[src/rtl/spi_pkt_deframer.sv]
// Packet deframer for the SPI word stream: header hunt, length/payload/checksum parse,
// direct RAM writes of the payload and a held packet descriptor.
//
// state     | meaning
// ----------+----------------------------------------------------------
// S_IDLE    | hunting for HEADER, ready=1
// S_LEN     | next word is the payload length
// S_PAYLOAD | payload words written to RAM, acc folds in each word
// S_CHK     | next word is the XOR checksum
// S_DONE    | descriptor held until pkt_ack
module spi_pkt_deframer #(
    parameter int                DATA_W  = 8,
    parameter logic [DATA_W-1:0] HEADER  = 8'hA5,
    parameter int                ADDR_W  = 8,
    parameter int                MAX_LEN = 255,
    parameter int                TIMEOUT = 255
) (
    input  logic              clk,
    input  logic              rst_a,
    input  logic              ena,
    input  logic [DATA_W-1:0] src,
    output logic              ready,
    output logic              wr_en,
    output logic [ADDR_W-1:0] wr_addr,
    output logic [DATA_W-1:0] wr_data,
    output logic              pkt_valid,
    output logic              pkt_ok,
    output logic [DATA_W-1:0] pkt_len,
    input  logic              pkt_ack,
    output logic              err_len,
    output logic              err_timeout,
    output logic              overrun
);

    localparam int CNT_W = (ADDR_W > DATA_W) ? ADDR_W : DATA_W;
    localparam int TO_W  = $clog2(TIMEOUT + 1);
    localparam logic [DATA_W-1:0] MAX_LEN_W = DATA_W'(MAX_LEN);
    localparam logic [TO_W-1:0]   TO_LAST   = TO_W'(TIMEOUT - 1);

    typedef enum logic [2:0] {
        S_IDLE,
        S_LEN,
        S_PAYLOAD,
        S_CHK,
        S_DONE
    } state_t;

    state_t            state;
    logic [DATA_W-1:0] len_q;
    logic [DATA_W-1:0] acc_q;
    logic [CNT_W-1:0]  cnt_q;
    logic [TO_W-1:0]   idle_q;
    logic              in_pkt;
    logic              cnt_last;

    assign in_pkt   = (state == S_LEN) || (state == S_PAYLOAD) || (state == S_CHK);
    // cnt is kept wide enough to compare against len without truncation
    assign cnt_last = (cnt_q + CNT_W'(1)) == CNT_W'(len_q);

    always_ff @(posedge clk or posedge rst_a) begin
        if (rst_a) begin
            state       <= S_IDLE;
            len_q       <= '0;
            acc_q       <= '0;
            cnt_q       <= '0;
            idle_q      <= '0;
            ready       <= 1'b1;
            wr_en       <= 1'b0;
            wr_addr     <= '0;
            wr_data     <= '0;
            pkt_valid   <= 1'b0;
            pkt_ok      <= 1'b0;
            pkt_len     <= '0;
            err_len     <= 1'b0;
            err_timeout <= 1'b0;
            overrun     <= 1'b0;
        end else begin
            wr_en       <= 1'b0;
            err_len     <= 1'b0;
            err_timeout <= 1'b0;
            overrun     <= 1'b0;

            if (in_pkt && !ena) begin
                if (idle_q == TO_LAST) begin
                    err_timeout <= 1'b1;
                    state       <= S_IDLE;
                    ready       <= 1'b1;
                end else begin
                    idle_q <= idle_q + TO_W'(1);
                end
            end else begin
                case (state)
                    S_IDLE: begin
                        if (ena && src == HEADER) begin
                            state  <= S_LEN;
                            ready  <= 1'b0;
                            idle_q <= '0;
                        end
                    end
                    S_LEN: begin
                        idle_q <= '0;
                        len_q  <= src;
                        acc_q  <= src;
                        if (src == '0) begin
                            state <= S_CHK;
                        end else if (src > MAX_LEN_W) begin
                            err_len <= 1'b1;
                            state   <= S_IDLE;
                            ready   <= 1'b1;
                        end else begin
                            cnt_q <= '0;
                            state <= S_PAYLOAD;
                        end
                    end
                    S_PAYLOAD: begin
                        idle_q  <= '0;
                        wr_en   <= 1'b1;
                        wr_addr <= cnt_q[ADDR_W-1:0];
                        wr_data <= src;
                        acc_q   <= acc_q ^ src;
                        cnt_q   <= cnt_q + CNT_W'(1);
                        if (cnt_last) begin
                            state <= S_CHK;
                        end
                    end
                    S_CHK: begin
                        idle_q    <= '0;
                        pkt_valid <= 1'b1;
                        pkt_ok    <= (src == acc_q);
                        pkt_len   <= len_q;
                        state     <= S_DONE;
                    end
                    S_DONE: begin
                        // an ack wins over a concurrent word, which is dropped silently
                        if (pkt_ack) begin
                            pkt_valid <= 1'b0;
                            pkt_ok    <= 1'b0;
                            pkt_len   <= '0;
                            state     <= S_IDLE;
                            ready     <= 1'b1;
                        end else if (ena) begin
                            overrun <= 1'b1;
                        end
                    end
                    default: begin
                        state <= S_IDLE;
                        ready <= 1'b1;
                    end
                endcase
            end
        end
    end

endmodule

[config.mk]
export PLATFORM = sky130hd
export DESIGN_NAME = spi_pkt_deframer
export DESIGN_NICKNAME = d
export VERILOG_FILES = /design/src/rtl/spi_pkt_deframer.sv
export SDC_FILE = /design/constraint.sdc
export NUM_CORES = 1
export LEC_CHECK = 0
export ABC_AREA = 1
export BUFFER_PORTS_ARGS = -buffer_cell sky130_fd_sc_hd__buf_4
export CORE_MARGIN = 2
export CORE_UTILIZATION = 53
export DETAILED_ROUTE_END_ITERATION = 7
export PLACE_DENSITY = 0.74
export SYNTH_ARGS = -nofsm -noshare
export SYNTH_HDL_FRONTEND = slang
export SYNTH_SLANG_ARGS = --single-unit
[constraint.sdc]
create_clock -name clk -period 2.09 [get_ports clk]
set_input_delay 0 -clock clk [delete_from_list [all_inputs] [get_ports clk]]
set_output_delay 0 -clock clk [all_outputs]
set_load 0.005 [all_outputs]
==> impl.org, run 1 <==
** Yosys
- The Yosys step of the flow raised 0 warnings.
- Summed over all instances, the cell type with the most area after synthesis is sky130_fd_sc_hd__dfrtp_1.
- Most frequent cells after synthesis :: sky130_fd_sc_hd__nand2_1, sky130_fd_sc_hd__dfrtp_1, sky130_fd_sc_hd__inv_1
- Sorting the synthesized cells by area gives the leading types as sky130_fd_sc_hd__dfrtp_1, sky130_fd_sc_hd__nand2_1, sky130_fd_sc_hd__inv_1.
- Number of nets produced by synthesis :: 401
- Post-synth ARST share :: 100%
- For this run, the leading register cell type out of synthesis is sky130_fd_sc_hd__dfrtp_1.
- Counting flops with a built-in enable in the synthesized netlist gives 0.
- Post-synthesis cell count :: 386
- The most common cell in the synthesized netlist is sky130_fd_sc_hd__nand2_1.
- Area fraction of the dominant cell type after synthesis :: 49.9%
- Of the synthesized area, sequential elements account for 50.7%.
- Average instance area after synthesis :: between 8 and 9 µm²
- #FFs+latches synth :: 65
- Post-synthesis cell area :: 0.00321 mm²
- Yosys mapped the design onto 35 distinct sky130hd cell types.

** Global route
- Overall fraction of global-route tracks in use :: a little under a quarter
- The first global-routing pass estimated about 12 mm of wire.
- Pin count of the biggest net entering global routing :: 34
- Via count of the first global-routing pass :: 2553
- Global routing finished with a remaining overflow of 0.
- Initial antenna violation count :: 0

** Worst setup path
- For the worst flop-to-flop path, the logic depth is 14.
- The worst setup path is launched from a register.
- Crit. Startpoint :: cnt_q[0]
- The worst setup path is of the reg2reg kind.
- In this run the critical register-to-register path is captured at state[1].
- Across all register-to-register paths, the minimum setup slack is 0.28 ns.
- Origin of the critical flop-to-flop path :: cnt_q[0]
- Following the worst setup path forward leads to its endpoint at state[1].
- Required time of the worst setup path :: 2.31 ns
- Crit end category :: register
- Highest fanout seen on the critical path :: 5
- For the worst setup path, the data arrival time is between 2 and 2.5 ns.

** Route
- Wires add up to 7.27 mm.
- Across all layers, the routed design uses 2703 vias.
- Detailed Routing Iterations Pass 1 :: 4
- In this run, the number of DRC markers left after iteration 0 of detailed routing was 158.
- Vias per cell :: 5.16
- Detail-routed net length per standard cell :: roughly 14 µm
- ANT nets after route :: 0
- DRC viols :: 0

** Clock network
- Clock tree synthesis inserted a total of 9 buffers.
- Maximum buffer depth of the clock tree :: 2
- Counting every sink on the clock net gives 65.
- The cell sitting at the root of the clock tree is a sky130_fd_sc_hd__clkbuf_8.
- The clock reaches the later pin of the worst-skew pair after 0.33 ns.
- TritonCTS built the clock tree.
- Htree depth :: 3
- Clock-pin slew was measured on the worst setup and hold paths at 0.07 ns.

** Layout
- Final design utilization :: 66.5%
- Post-route cell area :: roughly 0.0039 mm²
- Layout cells sized above 1 :: 19.2%
- The area growth from synthesis to layout is 21.9%.
- The filler cells instantiated in the layout total slightly above 500.
- Antenna diodes :: 0
- Final net count :: 460

** STA
- Of the available clock period, the critical path in the final layout requires 86.6%.
- Number of slew-limit violations in the final report :: 0
- TNS Setup :: 0 ns
- Highest attainable clock frequency :: 553 MHz
- Setup violations remaining at the end of the flow were counted as 0.
- Final count of hold timing violations :: 0
- Crit path time final :: 1.81 ns
- Worst setup skew after layout :: 0.00416 ns
- Setup repair after global routing missed its margin :: no

** Floorplan
- Die outline width :: between 80 and 90 µm
- Overall die height :: slightly above 80 µm
- The die covers 0.00669 mm².
- CORE AREA :: a little under 0.006 mm²
- Starting density of the core :: 54.5%
- Top-Level Pins :: 43
- The initialized floorplan defines 28 standard-cell rows.

** Run status
- The flow ran to the end, and the final reports show no timing, DRC or antenna violations.

** Pwr
- The analysis attributes to cell leakage a power of 1.92 nW.
- Power comes to slightly below 5 mW.
- PwrDens :: around 1300 mW/mm²
- Max rail drop VDD :: around 0.0007 V

** Place
- Once placement finished, the instance area stood at ~0.0036 mm².
- The HPWL after detailed placement is 5.32 mm.
- Final RePlAce weighted congestion :: 0.831
- Number of input and output port buffers inserted :: 41

** Flow run
- The tool flagged a number of max-cap violations equal to 0.

** Min path
- Min-Delay Path Class :: in2reg
layer usage:
| metal | vias to the layer above | global-route usage (%) | part of all wire, % |
|---|---|---|---|
| li1 | 1364 | - | - |
| met1 | 1260 | 32.7 | 48 |
| met2 | 68 | 37.4 | 46 |
| met3 | 11 | 4.29 | 4.0 |
| met4 | 0 | 9.83 | 1.7 |
| met5 | - | 0 | 0 |
how the worst min path moves through the flow:
| stage | from | endpoint | slack (ns) | cells after the start |
|---|---|---|---|---|
| floorplan | src[0] | acc_q[0] | 0.16 | 2 |
| global placement | rst_a | pkt_valid | 0.05 | 2 |
| finish | src[2] | len_q[2] | 0.02 | 3 |
| global route | src[2] | wr_data[2] | 0.03 | 3 |
| detailed placement | rst_a | pkt_len[6] | 0.05 | 2 |
| CTS | src[2] | len_q[2] | 0.02 | 3 |
where the power goes:
part	internal [mW]	switching, mW	leakage (nW)
sequential	1.70	0.327	0.834
combinational	0.780	0.950	0.981
clock	0.697	0.462	0.106
layout make-up:
cell class	count	area (µm²)	area share, %
clock buffer	12	145	3.71
multi-input combinational	257	1330	33.9
timing repair buffer	57	448	11.4
sequential	65	1630	41.6
tap	75	93.8	2.40
clock inverter	3	65.1	1.66
inverter	55	206	5.27
stage by stage:
step                worst slack (ns)  cells  hold slack [ns]
floorplan                      0.465    386            0.156
global placement               0.385    501           0.0513
detailed placement             0.292    501           0.0504
CTS                            0.282    524           0.0241
global route                  0.0546    524           0.0343
finish                         0.281    524           0.0203
registers in the layout, summed over array words and instances, names as in the netlist, 3 cells and up:
register / count
state: 3
wr_data: 8
len_q: 8
idle_q: 8
pkt_len: 8
wr_addr: 8
cnt_q: 8
acc_q: 8
worst max-delay path, stage by stage, from the launching register on:
cell and delay [ns]:
sky130_fd_sc_hd__dfrtp_1 0.40, sky130_fd_sc_hd__ha_1 0.25, sky130_fd_sc_hd__nand2_1 0.12, sky130_fd_sc_hd__nor2_2 0.14
sky130_fd_sc_hd__nand3_1 0.11, sky130_fd_sc_hd__nand3_1 0.09, sky130_fd_sc_hd__nand2_1 0.05, sky130_fd_sc_hd__nor2_1 0.09
sky130_fd_sc_hd__nand3_1 0.07, sky130_fd_sc_hd__nand2_1 0.06, sky130_fd_sc_hd__nand2_1 0.06, sky130_fd_sc_hd__nand2_2 0.08
sky130_fd_sc_hd__nand2_2 0.06, sky130_fd_sc_hd__nand2_1 0.07, sky130_fd_sc_hd__nand2_1 0.05
placed cells by master, fill, tap and decap left out:
cell type	instances
sky130_fd_sc_hd__dlygate4sd3_1	8
sky130_fd_sc_hd__dfstp_2	1
sky130_fd_sc_hd__o31ai_1	2
sky130_fd_sc_hd__nand3_1	31
sky130_fd_sc_hd__o21ai_0	36
sky130_fd_sc_hd__xor2_1	8
sky130_fd_sc_hd__a211oi_1	1
sky130_fd_sc_hd__and2_4	1
sky130_fd_sc_hd__nand3_2	1
sky130_fd_sc_hd__nand2_1	85
sky130_fd_sc_hd__nand2_4	2
sky130_fd_sc_hd__o22ai_1	7
sky130_fd_sc_hd__inv_1	51
sky130_fd_sc_hd__inv_2	4
sky130_fd_sc_hd__a21oi_1	5
sky130_fd_sc_hd__clkbuf_8	10
sky130_fd_sc_hd__o21ai_1	3
sky130_fd_sc_hd__bufinv_16	2
sky130_fd_sc_hd__o21ai_2	1
sky130_fd_sc_hd__dfrtp_1	64
sky130_fd_sc_hd__nor3_1	4
sky130_fd_sc_hd__o21a_1	3
sky130_fd_sc_hd__buf_4	49
sky130_fd_sc_hd__o211ai_1	3
sky130_fd_sc_hd__xnor2_1	4
sky130_fd_sc_hd__ha_1	3
sky130_fd_sc_hd__a31oi_1	5
sky130_fd_sc_hd__conb_1	1
sky130_fd_sc_hd__nand4_1	8
sky130_fd_sc_hd__nor3_2	1
sky130_fd_sc_hd__clkbuf_1	2
sky130_fd_sc_hd__nor2_2	4
sky130_fd_sc_hd__clkinv_2	1
sky130_fd_sc_hd__o21bai_1	1
sky130_fd_sc_hd__nor2_4	4
sky130_fd_sc_hd__nor2_1	28
sky130_fd_sc_hd__nand2_2	5
cells by family after synthesis:
group | synth area share (%)
buffers and inverters | 7.91
DFF | 50.7
and+or+nand+nor | 25.0
AOI/OAI and AO/OA | 11.8
adders and majority gates | 1.17
other | 0.117
xor gates and xnor gates | 3.27
what timing repair did:
item,in CTS,in global routing
buffers inserted,0,0
setup endpoints to repair,0,0
endpoints found under the hold margin,28,0
gates resized for setup,0,0
hold buffers,8,0
Power figures use the tool's default switching activity.
==> run 2: changes to the inputs <==
CORE_UTILIZATION = 57   (was 53)
PLACE_DENSITY = 0.79   (was 0.74)
SLEW_MARGIN = 5   (was unset)
==> impl.org, run 2 (same netlist as run 1, synthesis figures left out) <==
** Worst setup path
- Critical-path top delay cell :: sky130_fd_sc_hd__dfrtp_1
- Series of cell instances along the critical path :: ha_1, nand2_1, nor2_2, nand3_1, nand3_1, nand2_1, nor2_1, nand3_1, nand2_1, nand2_1, nand2_2, nand2_2, nand2_1, nand2_1
- The endpoint required time on the critical path was 2.34 ns (+0.03 ns).
- The kind of cell with the highest combined delay along the critical path is simple AND/OR/NAND/NOR gates.
- The number of buffer and inverter instances along the worst setup path was 0 (unchanged).
- STA classifies the critical path endpoint as a register.
- The worst setup path is launched from a register.
- Count of cells along the worst register-to-register path :: 14 (unchanged)
- The longest individual stage delay on the worst path came to 0.41 ns (about the same).
- Class of the most critical setup path :: reg2reg
- The total stage count of the critical path came to 14 (unchanged).
- Counting stages on the worst path, the most repeated cell is sky130_fd_sc_hd__nand2_1.
- The maximum fanout along the worst path came to 5 (unchanged).
- WP data arrival :: 2.12 ns (+0.09 ns)

** Place
- Setup WS pre-CTS :: 0.248 ns (-0.0441 ns)
- Post-DP HPWL :: 5.19 mm (-2.5%)
- Final RePlAce weighted congestion :: 0.905 (+8.8%)
- Number of input and output port buffers inserted :: 41 (unchanged)
- The instance area after placement came to 0.00362 mm² (about the same).

** Floorplan
- The number of core rows came to 27 (-3.6%).
- Die outline width :: 79.0 µm (-3.4%)
- Top-Level Pins :: 43 (unchanged)
- Total Die Area :: 0.00625 mm² (-6.7%)
- CORE AREA :: 0.00547 mm² (-7.0%)
- Overall die height :: 79.0 µm (-3.4%)
- The initial core utilization came to 58.6% (+4.1 points).

** Layout
- The count of fill cells added during filler insertion was 423 (-16%).
- Top library cells by usage in the layout, fill and taps aside :: sky130_fd_sc_hd__nand2_1, sky130_fd_sc_hd__dfrtp_1, sky130_fd_sc_hd__inv_1, sky130_fd_sc_hd__buf_4, sky130_fd_sc_hd__o21ai_0
- Commonest non-fill, non-tap cell in the layout :: sky130_fd_sc_hd__nand2_1
- The proportion of layout cells with a drive suffix above 1 is 19.5% (+0.36 points).
- Area grow syn2layout :: 23.9%
- Post-route cell area :: 0.00398 mm² (+1.6%)
- The number of antenna cells inserted was 0 (unchanged).
- The number of nets in the layout is 461 (+0.22%).

** Min path
- The worst hold path belongs to the class in2reg.
- The hold path depth is 3 (unchanged).

** STA
- The worst clock skew is 0.00567 ns (+0.00151 ns).
- The final hold slack is 0.00497 ns (-0.0153 ns).
- The highest clock rate came to 534 MHz (-3.4%).
- The aggregate negative setup slack came to 0 ns (unchanged).
- Final count of hold timing violations :: 0 (unchanged)
- Setup repair after global routing missed its margin :: no
- The minimum clock period after layout is 1.87 ns (+0.0627 ns).
- The worst setup margin is 0.218 ns (-0.0627 ns).
- The final setup violation count came to 0 (unchanged).
- Number of slew-limit violations in the final report :: 0 (unchanged)
- Part of the cycle the worst path needs :: 89.6% (+3.0 points)

** Pwr
- Max rail drop VDD :: 0.000833 V (+18%)
- The power density of the placed cells was 1290 mW/mm² (+2.4%).
- The leakage power of the design came to 1.95 nW (+1.3%).

** Route
- The final wirelength was 7.28 mm (+0.26%).
- The vias per cell is 5.25 (+1.7%).
- The average wire per cell in the routed design was 13.9 µm (+0.45%).
- The remaining antenna violation count was 0 (unchanged).
- The total vias in the final route was 2745 (+1.6%).
- DRT iter0 DRCs :: 223 (+41%)
- Detailed Routing Iterations Pass 1 :: 4 (unchanged)
- DRC viols :: 0 (unchanged)

** Global route
- The largest net degree at the start of global routing was 66 (+94%).
- The global-route wire length before repair was 12.6 mm (+5.5%).
- Gr ovfl total :: 0 (unchanged)
- Initial antenna violation count :: 0 (unchanged)
- Overall fraction of global-route tracks in use :: 26.5% (+2.7 points)
- Via count of the first global-routing pass :: 2690 (+5.4%)

** Clock network
- The post-cts sizing count was 0 (unchanged).
- Htree depth :: 3 (unchanged)
- Clock tree synthesis selected as its root buffer the cell sky130_fd_sc_hd__clkbuf_8.
- The number of buffers inserted by post-CTS setup repair was 0 (unchanged).
- The largest buffer count on any clock path is 2 (unchanged).
- CTS tree :: built
- Clock network latency to the later pin of the worst-skew pair :: 0.35 ns (+0.02 ns)
- Hold buffers post-CTS :: 10 (+2)
- TritonCTS sink count :: 65 (unchanged)
- TritonCTS buffer count :: 9 (unchanged)
- The clock transition at the registers of the reported paths came to 0.08 ns (about the same).

** Flow run
- The reported max-cap violation count is 0 (unchanged).

** Run status
- Result of the run :: finished clean
## run 2: report_power, final
group	total [mW]	switching, mW	leakage (nW)	internal (mW)
sequential	2.02	0.322	0.834	1.70
clock	1.35	0.518	0.123	0.828
combinational	1.75	0.964	0.990	0.785
total	5.12	1.80	1.95	3.32
## run 2: path summary, 6_finish.rpt
| check | from | to | slack (ns) |
|---|---|---|---|
| min reg2reg | wr_data[1] | wr_data[1] | 0.49 |
| max in group asynchronous | rst_a | ready | 1.50 |
| max reg2reg | cnt_q[0] | state[0] | 0.22 |
| max | cnt_q[0] | state[0] | 0.22 |
| min | src[1] | wr_data[1] | 0.005 |
| min in group asynchronous | rst_a | idle_q[3] | 0.27 |
## run 2: per-stage QoR
| stage | power, mW | cells | util, % |
|---|---|---|---|
| final | 5.12 | 523 | 72.7 |
| after global routing | 5.48 | 523 | 72.7 |
| after CTS | 5.14 | 523 | 72.7 |
| after detailed placement | 3.78 | 497 | 66.2 |
| after global placement | 3.69 | 497 | 66.2 |
| after floorplan | 3.07 | 386 | - |
## run 2: tightest hold or removal path: cells and delay by family
family | cells | cell delay, ns
buf+inv | 2 | 0.17
compound gates | 1 | 0.15
## run 2: routing by layer
metal | part of all wire [%] | GRT usage, %
met4 | 2.3 | 12.4
met5 | 0 | 0
met3 | 4.2 | 4.89
met1 | 45 | 35.1
met2 | 48 | 42.5
## run 2: layout make-up
type / count / area (µm²) / share of cell area [%]
flip-flops and latches: 65 / 1630 / 40.9
multi-input cells: 257 / 1330 / 33.4
repair buffers: 58 / 473 / 11.9
inverters: 55 / 206 / 5.19
clock buffers: 10 / 138 / 3.46
clock inverters: 6 / 115 / 2.89
well taps: 72 / 90.1 / 2.26
==> run 3: changes to the inputs <==
CORE_UTILIZATION = 54   (was 57)
PLACE_DENSITY = 0.75   (was 0.79)
SETUP_SLACK_MARGIN = 0.02   (was unset)
==> impl.org, run 3 (same netlist as run 1, synthesis figures left out) <==
** Floorplan
- The placeable core region was 0.00582 mm² (+6.3%).
- The die width was 81.1 µm (+2.6%).
- Total Die Area :: 0.00658 mm² (+5.3%)
- Starting density of the core :: 55.2% (-3.5 points)
- The count of pins on the block boundary came to 43 (unchanged).
- The y dimension of the die came to 81.1 µm (+2.6%).
- Row count :: 28 (+3.7%)

** Worst setup path
- The endpoint required time on the critical path was 2.33 ns (about the same).
- The critical path in this run is classified as reg2reg.
- Highest fanout seen on the critical path :: 5 (unchanged)
- Startpoint type of the worst setup path :: register
- WP data arrival :: 2.07 ns (-0.05 ns)
- Crit end category :: register

** Run status
- The flow ran to the end, and the final reports show no timing, DRC or antenna violations.

** Route
- The detailed-routing iteration count for the pre-antenna-repair pass was 5 (+1).
- DRC viols :: 0 (unchanged)
- DRT iter0 DRCs :: 177 (-21%)
- The average wire per cell in the routed design came to 13.3 µm (-4.2%).
- Final Routed Wirelength :: 6.97 mm (-4.4%)
- Vias per cell :: 5.17 (-1.5%)
- The remaining antenna violation count is 0 (unchanged).
- Total number of vias :: 2699 (-1.7%)

** Layout
- Top library cells by usage in the layout, fill and taps aside :: sky130_fd_sc_hd__nand2_1, sky130_fd_sc_hd__dfrtp_1, sky130_fd_sc_hd__inv_1, sky130_fd_sc_hd__buf_4, sky130_fd_sc_hd__o21ai_0
- Antenna diodes :: 0 (unchanged)
- Number of fill cells :: 502 (+19%)
- Commonest non-fill, non-tap cell in the layout :: sky130_fd_sc_hd__nand2_1
- The proportion of layout cells with a drive suffix above 1 came to 19.0% (-0.50 points).
- Area grow syn2layout :: 21.4%
- The number of nets in the layout was 458 (-0.65%).

** Clock network
- The number of sinks driven by the clock tree is 65 (unchanged).
- The insertion delay of the later-clocked pin in the worst-skew pair is 0.34 ns (about the same).
- TritonCTS built the clock tree.
- Clock-pin slew on the worst setup and hold paths :: 0.07 ns (about the same)
- The largest buffer count on any clock path came to 2 (unchanged).
- Hold buffers post-CTS :: 8 (-2)
- The tree is rooted in a sky130_fd_sc_hd__clkbuf_8.
- Quantity of gates resized following cts :: 0 (unchanged)
- The number of buffers inserted by post-CTS setup repair was 0 (unchanged).
- The number of H-tree levels was 3 (unchanged).
- TritonCTS buffer count :: 9 (unchanged)

** Global route
- Gr ovfl total :: 0 (unchanged)
- The largest net degree at the start of global routing was 66 (unchanged).
- The number of global-route vias before repair came to 2612 (-2.9%).
- The initial antenna violation count is 0 (unchanged).
- The overall fraction of global-route tracks in use is 23.6% (-2.9 points).
- Global-route wire length before repair :: 11.8 mm (-6.7%)

** STA
- TNS Setup :: 0 ns (unchanged)
- Final number of setup-violating endpoints :: 0 (unchanged)
- The worst clock skew is 0.0122 ns (+0.00649 ns).
- The total count of max-transition violations in the final report came to 0 (unchanged).
- The total count of hold-check failures in the final report was 0 (unchanged).
- Highest attainable clock frequency :: 546 MHz (+2.2%)
- Crit path time final :: 1.83 ns (-0.0402 ns)
- Part of the cycle the worst path needs :: 87.6% (-1.9 points)
- Setup repair after global routing missed its margin :: no

** Pwr
- The sequential power share came to 41.8% (+2.3 points).
- PwrDens :: 1240 mW/mm² (-3.8%)
- Power dissipated by switching net loads :: 1.74 mW (-3.7%)
- Reported leakage power :: 1.91 nW (-1.8%)
- Power Total :: 4.83 mW (-5.8%)
- The internal power summed over all cells is 3.09 mW (-6.9%).
- The combinational power share is 36.0% (+1.8 points).
- The maximum vdd drop is 0.000786 V (-5.7%).
- The clock power share is 22.2% (-4.1 points).
- Switching power share of the total :: 36.0% (+0.77 points)

** Place
- The HPWL after detailed placement was 4.98 mm (-4.1%).
- Number of input and output port buffers inserted :: 41 (unchanged)
- Final RePlAce weighted congestion :: 0.853 (-5.7%)

** Flow run
- The reported max-cap violation count is 0 (unchanged).

** Min path
- Min-Delay Path Class :: in2reg
[run 3: changes by cell type in the layout (fill, tap and decap cells not counted), sizes merged]
cell	change
bufinv	-2
clkbuf	+2
dlygate4sd3	-2
buf	-1
clkinvlp	-1
[run 3: critical path, stage by stage, from the launching register on]
cell and delay (ns):
sky130_fd_sc_hd__dfrtp_1 0.41, sky130_fd_sc_hd__ha_1 0.26, sky130_fd_sc_hd__nand2_1 0.12, sky130_fd_sc_hd__nor2_2 0.14
sky130_fd_sc_hd__nand3_1 0.11, sky130_fd_sc_hd__nand3_1 0.10, sky130_fd_sc_hd__nand2_1 0.05, sky130_fd_sc_hd__nor2_1 0.10
sky130_fd_sc_hd__nand3_1 0.08, sky130_fd_sc_hd__nand2_1 0.06, sky130_fd_sc_hd__nand2_1 0.06, sky130_fd_sc_hd__nand2_2 0.08
sky130_fd_sc_hd__nand2_2 0.05, sky130_fd_sc_hd__nand2_1 0.06, sky130_fd_sc_hd__nand2_1 0.05
[run 3: power by group through the flow]
stage          combinational, mW  sequential [mW]  clock, mW
6_report                    1.74             2.02       1.07
5_1_grt                     1.99             2.07       1.14
3_5_place_dp                1.72             2.03          0
3_3_place_gp                1.67             2.02          0
4_1_cts                     1.75             2.02       1.09
2_1_floorplan               1.09             1.99          0
[run 3: layer usage]
metal,up-vias,GRT usage [%],routed length [µm]
met3,12,4.00,286
met1,1254,30.5,3120
met2,70,39.3,3440
li1,1363,-,-
met4,0,10.2,126
met5,-,0,0
[run 3: final cells by class]
type	count	area (µm²)	share of cell area (%)
inverter	55	206	5.30
clock inverter	3	40.0	1.03
timing repair buffer	55	445	11.4
clock buffer	12	155	3.98
multi-input combinational	257	1330	34.1
tap	75	93.8	2.41
sequential	65	1630	41.8
[run 3: final timing paths]
kind,depth (start not counted),slack [ns],start,endpoint
setup reg to reg,14,0.26,cnt_q[0],state[1]
max in group asynchronous,4,1.50,rst_a,ready
setup / recovery,14,0.26,cnt_q[0],state[1]
hold / removal,3,0.02,src[2],len_q[2]
min in group asynchronous,4,0.28,rst_a,pkt_len[2]
hold reg to reg,2,0.49,wr_addr[7],wr_addr[7]
[run 3: stage by stage]
step	instance area [µm²]	hold slack, ns	instances	setup WS [ns]	utilization, %
6_report	3900	0.0151	522	0.258	67.0
5_1_grt	3900	0.0237	522	0.0215	67.0
3_5_place_dp	3620	0.101	499	0.263	62.3
2_1_floorplan	3210	0.156	386	0.465	-
4_1_cts	3900	0.00622	522	0.262	67.0
3_3_place_gp	3620	0.102	499	0.380	62.3
